--- src/rtl/mem_arb_pkg.sv ---
// Shared encodings for the unified memory port arbiter.
// Purely declarative: no latency and no backpressure of its own.
// State and requester IDs are fixed numeric values so waveforms decode consistently.
package mem_arb_pkg;

  typedef enum logic [1:0] {
    ST_IDLE = 2'd0,
    ST_BUSY = 2'd1,
    ST_DONE = 2'd2
  } state_e;

  typedef enum logic [1:0] {
    REQ_IF = 2'd0,
    REQ_DM = 2'd1,
    REQ_UB = 2'd2
  } req_id_e;

endpackage

--- src/rtl/mem_arb_pick.sv ---
// Fixed-priority picker UB > DM > IF; the UB bit arrives already masked by the top.
// Latency: purely combinational.
// Backpressure: none here; the caller only samples the result while idle.
module mem_arb_pick
  import mem_arb_pkg::*;
(
  input  logic    if_req_i,
  input  logic    dm_req_i,
  input  logic    ub_req_i,
  output logic    vld_o,
  output req_id_e id_o
);

  always_comb begin
    vld_o = if_req_i | dm_req_i | ub_req_i;
    id_o  = REQ_IF;
    if (ub_req_i) begin
      id_o = REQ_UB;
    end else if (dm_req_i) begin
      id_o = REQ_DM;
    end
  end

endmodule

--- src/rtl/mem_port_arbiter.sv ---
// Arbitrates IF fetch, MEM lw/sw and UART boot writes onto one req/ack memory port.
// Latency: grant edge, then variable memory wait, then a one-cycle ready pulse (3 cycles zero-wait).
// Backpressure: requesters stall until their ready; optional UB port via MEM_ARB_UART_BOOT_EN.
module mem_port_arbiter
  import mem_arb_pkg::*;
#(
  parameter int ADDR_W = 30,
  parameter int DATA_W = 32
) (
  input  logic              clock,
  input  logic              reset_n,

  input  logic              if_req,
  input  logic [ADDR_W-1:0] if_addr,
  output logic [DATA_W-1:0] if_rdata,
  output logic              if_ready,

  input  logic              dm_read,
  input  logic              dm_write,
  input  logic [ADDR_W-1:0] dm_addr,
  input  logic [DATA_W-1:0] dm_wdata,
  output logic [DATA_W-1:0] dm_rdata,
  output logic              dm_ready,

  input  logic              ub_req,
  input  logic [ADDR_W-1:0] ub_addr,
  input  logic [DATA_W-1:0] ub_wdata,
  output logic              ub_ready,
  output logic              boot_active,

  output logic              mem_req,
  output logic              mem_we,
  output logic [ADDR_W-1:0] mem_addr,
  output logic [DATA_W-1:0] mem_wdata,
  input  logic [DATA_W-1:0] mem_rdata,
  input  logic              mem_ack
);

`ifdef MEM_ARB_UART_BOOT_EN
  localparam logic UB_EN = 1'b1;
`else
  localparam logic UB_EN = 1'b0;
`endif

  state_e            state_q;
  req_id_e           win_q;
  logic              mem_req_q;
  logic              mem_we_q;
  logic [ADDR_W-1:0] mem_addr_q;
  logic [DATA_W-1:0] mem_wdata_q;
  logic              if_ready_q;
  logic              dm_ready_q;
  logic              ub_ready_q;
  logic [DATA_W-1:0] if_rdata_q;
  logic [DATA_W-1:0] dm_rdata_q;

  logic              ub_req_m;
  logic              dm_req;
  logic              pick_vld;
  req_id_e           pick_id;
  logic              win_we_d;
  logic [ADDR_W-1:0] win_addr_d;
  logic [DATA_W-1:0] win_wdata_d;

  assign ub_req_m = ub_req & UB_EN;
  assign dm_req   = dm_read | dm_write;

  mem_arb_pick u_pick (
    .if_req_i (if_req),
    .dm_req_i (dm_req),
    .ub_req_i (ub_req_m),
    .vld_o    (pick_vld),
    .id_o     (pick_id)
  );

  // A DM access with both strobes high is treated as a store.
  always_comb begin
    win_we_d    = 1'b0;
    win_addr_d  = if_addr;
    win_wdata_d = '0;
    case (pick_id)
      REQ_UB: begin
        win_we_d    = 1'b1;
        win_addr_d  = ub_addr;
        win_wdata_d = ub_wdata;
      end
      REQ_DM: begin
        win_we_d    = dm_write;
        win_addr_d  = dm_addr;
        win_wdata_d = dm_wdata;
      end
      default: begin
        win_we_d    = 1'b0;
        win_addr_d  = if_addr;
        win_wdata_d = '0;
      end
    endcase
  end

  always_ff @(posedge clock or negedge reset_n) begin
    if (!reset_n) begin
      state_q     <= ST_IDLE;
      win_q       <= REQ_IF;
      mem_req_q   <= 1'b0;
      mem_we_q    <= 1'b0;
      mem_addr_q  <= '0;
      mem_wdata_q <= '0;
      if_ready_q  <= 1'b0;
      dm_ready_q  <= 1'b0;
      ub_ready_q  <= 1'b0;
      if_rdata_q  <= '0;
      dm_rdata_q  <= '0;
    end else begin
      case (state_q)
        ST_IDLE: begin
          if (pick_vld) begin
            state_q     <= ST_BUSY;
            win_q       <= pick_id;
            mem_req_q   <= 1'b1;
            mem_we_q    <= win_we_d;
            mem_addr_q  <= win_addr_d;
            mem_wdata_q <= win_wdata_d;
          end
        end
        ST_BUSY: begin
          if (mem_ack) begin
            state_q   <= ST_DONE;
            mem_req_q <= 1'b0;
            case (win_q)
              REQ_UB: ub_ready_q <= 1'b1;
              REQ_DM: begin
                dm_ready_q <= 1'b1;
                if (!mem_we_q) begin
                  dm_rdata_q <= mem_rdata;
                end
              end
              default: begin
                if_ready_q <= 1'b1;
                if_rdata_q <= mem_rdata;
              end
            endcase
          end
        end
        ST_DONE: begin
          // Acks landing here are stale and deliberately dropped.
          state_q    <= ST_IDLE;
          if_ready_q <= 1'b0;
          dm_ready_q <= 1'b0;
          ub_ready_q <= 1'b0;
        end
        default: begin
          state_q    <= ST_IDLE;
          mem_req_q  <= 1'b0;
          if_ready_q <= 1'b0;
          dm_ready_q <= 1'b0;
          ub_ready_q <= 1'b0;
        end
      endcase
    end
  end

  assign mem_req     = mem_req_q;
  assign mem_we      = mem_we_q;
  assign mem_addr    = mem_addr_q;
  assign mem_wdata   = mem_wdata_q;
  assign if_ready    = if_ready_q;
  assign dm_ready    = dm_ready_q;
  assign ub_ready    = ub_ready_q & UB_EN;
  assign if_rdata    = if_rdata_q;
  assign dm_rdata    = dm_rdata_q;
  assign boot_active = ub_req_m;

endmodule

--- config.mk ---
export PLATFORM = sky130hd
export DESIGN_NAME = mem_port_arbiter
export DESIGN_NICKNAME = d
export VERILOG_FILES = /design/src/rtl/mem_arb_pkg.sv /design/src/rtl/mem_arb_pick.sv /design/src/rtl/mem_port_arbiter.sv
export SDC_FILE = /design/constraint.sdc
export NUM_CORES = 1
export LEC_CHECK = 0
export ABC_AREA = 1
export CAP_MARGIN = 40
export CORE_UTILIZATION = 30
export CTS_CLUSTER_DIAMETER = 40
export DETAILED_ROUTE_END_ITERATION = 10
export RECOVER_POWER = 25
export SYNTH_ARGS = -nofsm -noshare
export SYNTH_HDL_FRONTEND = slang
export SYNTH_HIERARCHICAL = 1
export SYNTH_SLANG_ARGS = --single-unit
export TNS_END_PERCENT = 20
--- constraint.sdc ---
create_clock -name clock -period 1.9 [get_ports clock]
set_input_delay 0.285 -clock clock [delete_from_list [all_inputs] [get_ports clock]]
set_output_delay 0.285 -clock clock [all_outputs]
set_load 0.01 [all_outputs]
==> metrics.cfg <==
[route]
drc=0
dr.first_iter.drc_count=229
finalWirelength_um=21600
wire_per_inst_um=14.8
detail-route-antenna-nets=0
num_vias=6569
routed_via_density=4.48
drt-pass1-iter-count=4

[global_route]
grt_pass1_wl_um=33800
grt-ovfl-total=0
grt_max_degree=64
antenna_found_initial=0
grtUsageTotal=0.201
grt_pass1_vias=6405

[cts]
clock_path_buffers=2
clk_latency_ns=0.41
clk_pin_slew_ns=0.06
h-tree-depth=4
clock-sinks=134
cts_buffers=17
root_buffer=clkbuf_16
cts_tree=built

[die]
dieArea_um2=21600
initial_core_util=0.308
die_w_um=147
core-area_um2=20400
die_h_um=147
io_pins=325
rows=52

[power]
seq_power_share=0.318
max-vdd-ir-drop_mv=0.632
leakage_nw=5.17
clkPwrFrac=0.220
p_int_w=0.00944
switching_power_w=0.00544
pwr-share-comb=0.462
p_total_w=0.0149
p_per_area_nw_per_um2=1390
switching_share=0.366

[logic_synthesis]
ys_top_cells_by_area=dfrtp_1, nand2_1, nand3_1, nor2_1, o21ai_0
yosysTopAreaCellShare=0.532
synth_cell_type_count=19
syn-instance-count=858
avgSynthCellArea_um2=7.34
yosysWarnings=6
synth_area_leader_cell=dfrtp_1
synth_seq_cells=134
seq_area_frac_synth=0.532
syn_area_um2=6300

[place]
dp_cells=1429
gp_congestion=0.824
dp_hpwl_um=15600
pre_cts_ws_ns=-0.258
numPortBuffers=321

[sta]
finalHoldViolCount=0
period_share=0.944
final_max_slew_viol_count=0
setup_ws_ns=0.107
relSlewSlack=0.278
setup-violations-final=0
min_period_ns=1.79
tightestPinTransition_ns=1.08
rsz0062_at_grt=no
hold_slack_ns=0.435
fmax_ghz=0.558
fin_skew_ns=0.00794

[finish]
syn_to_final_growth_pct=69.5
seq_area_um2=3350
layout.nets=1380
nFillCells=1981
n_antenna_cell=0
final_cells=1467
drive_gt1_frac=0.0652
multi_input_area_um2=2680

[run]
drv_cap=0

[critical_path]
crit_arrival_ns=2.10
crit_fanout=11
worstSetupPathType=in -> reg
cp-start-kind=input pin
critPathRequiredTime_ns=2.21
crit_path_end_kind=register

[run_status]
status=finished, final reports clean

[min_path]
min_path_type=in -> reg

-- metrics by stage --
stage	utilization	setup TNS [ns]	instance area, um2
after CTS	0.518	0	10600
final	0.523	0	10700
after detailed placement	0.489	-13.71	9990
after floorplan	-	0	6310
after global placement	0.489	-12.31	9990
after global routing	0.523	0	10700
-- synth_stat cells --
cell type,count
nor2_4,1
conb_1,1
or2_2,1
a21oi_1,1
nand3_2,1
clkbuf_1,30
buf_4,8
nand2_2,1
inv_1,10
nand2_1,484
buf_2,17
nand3_1,64
nor2_1,62
dfrtp_1,134
clkinv_1,2
o21ai_0,35
nand4_1,1
ha_1,3
nor2_2,2
-- layer usage --
| metal | GRT usage | wire, um | up-vias |
|---|---|---|---|
| met5 | 0 | 0 | - |
| met4 | 0.0722 | 543 | 0 |
| met3 | 0.0584 | 1400 | 34 |
| met2 | 0.333 | 10400 | 223 |
| met1 | 0.248 | 9280 | 3017 |
| li1 | - | - | 3295 |
-- registers in the layout (all words and copies together), names as in the netlist --
name / cells
dm_rdata: 32
if_rdata: 32
mem_wdata: 32
mem_addr: 30
state_q: 2
win_q: 2
dm_ready: 1
if_ready: 1
mem_req: 1
mem_we: 1
-- power groups by stage --
stage / combinational (W) / clock (W) / sequential, W
2_1_floorplan: 0.00234 / 0 / 0.00530
3_3_place_gp: 0.00685 / 0 / 0.00475
3_5_place_dp: 0.00689 / 0 / 0.00477
4_1_cts: 0.00691 / 0.00336 / 0.00475
5_1_grt: 0.00753 / 0.00349 / 0.00490
6_report: 0.00688 / 0.00327 / 0.00474
-- kinds of logic (layout without fill, tap and decap cells) --
logic type	after synthesis	after routing	synth area share
and+or+nand+nor	617	617	0.385
adders and majority gates	3	3	0.00596
AOI/OAI and AO/OA	36	36	0.0286
DFF	134	134	0.532
buffers and inverters	67	402	0.0481
other	1	5	0.000595
-- layout by cell type, fill, tap and decap left out, types with 4 or more instances in the layout --
master,count
buf_4,20
dfrtp_1,134
inv_6,5
inv_1,9
nor2_1,62
nand3_1,65
inv_8,4
o21ai_0,35
clkbuf_16,20
clkdlybuf4s50_1,320
conb_1,5
nand2_1,484
buf_12,10
-- worst max-delay path: stages --
cell and delay, ns:
clkdlybuf4s50_1 0.48, or2_4 0.13, inv_1 0.04, nor2_2 0.12, inv_2 0.07, ha_4 0.25
clkinvlp_4 0.20, buf_4 0.15, buf_6 0.16, nand3_1 0.09, nand2_1 0.07, nand2_1 0.04
-- timing repair --
action	4_1_cts	5_1_grt
hold buffers	1	0
gates resized for setup	0	5
hold endpoints to repair	38	0
setup buffers	0	1
setup endpoints to repair	0	1
-- area by class of cell --
cell class / instances / area share
repair buffers: 358 / 0.344
multi-input cells: 661 / 0.251
well taps: 270 / 0.0316
clock inverters: 15 / 0.0148
inverters: 12 / 0.00457
flip-flops and latches: 134 / 0.314
clock buffers: 17 / 0.0398
-- final timing paths --
kind                                          from                   endpoint  slack [ns]  depth (start not counted)
hold reg to reg            if_rdata[3]$_DFFE_PN0P_    if_rdata[3]$_DFFE_PN0P_        0.48                          2
setup reg to reg            state_q[0]$_DFFE_PN0P_  mem_wdata[11]$_DFFE_PN0P_        0.52                          6
min in group asynchronous                  reset_n    if_rdata[8]$_DFFE_PN0P_        0.61                          2
setup / recovery                          dm_write   mem_addr[14]$_DFFE_PN0P_        0.11                         12
max in group asynchronous                  reset_n  mem_wdata[29]$_DFFE_PN0P_        0.35                          3
hold / removal                       mem_rdata[24]   dm_rdata[24]$_DFFE_PN0P_        0.44                          3
(Power assumes the default switching activity.)
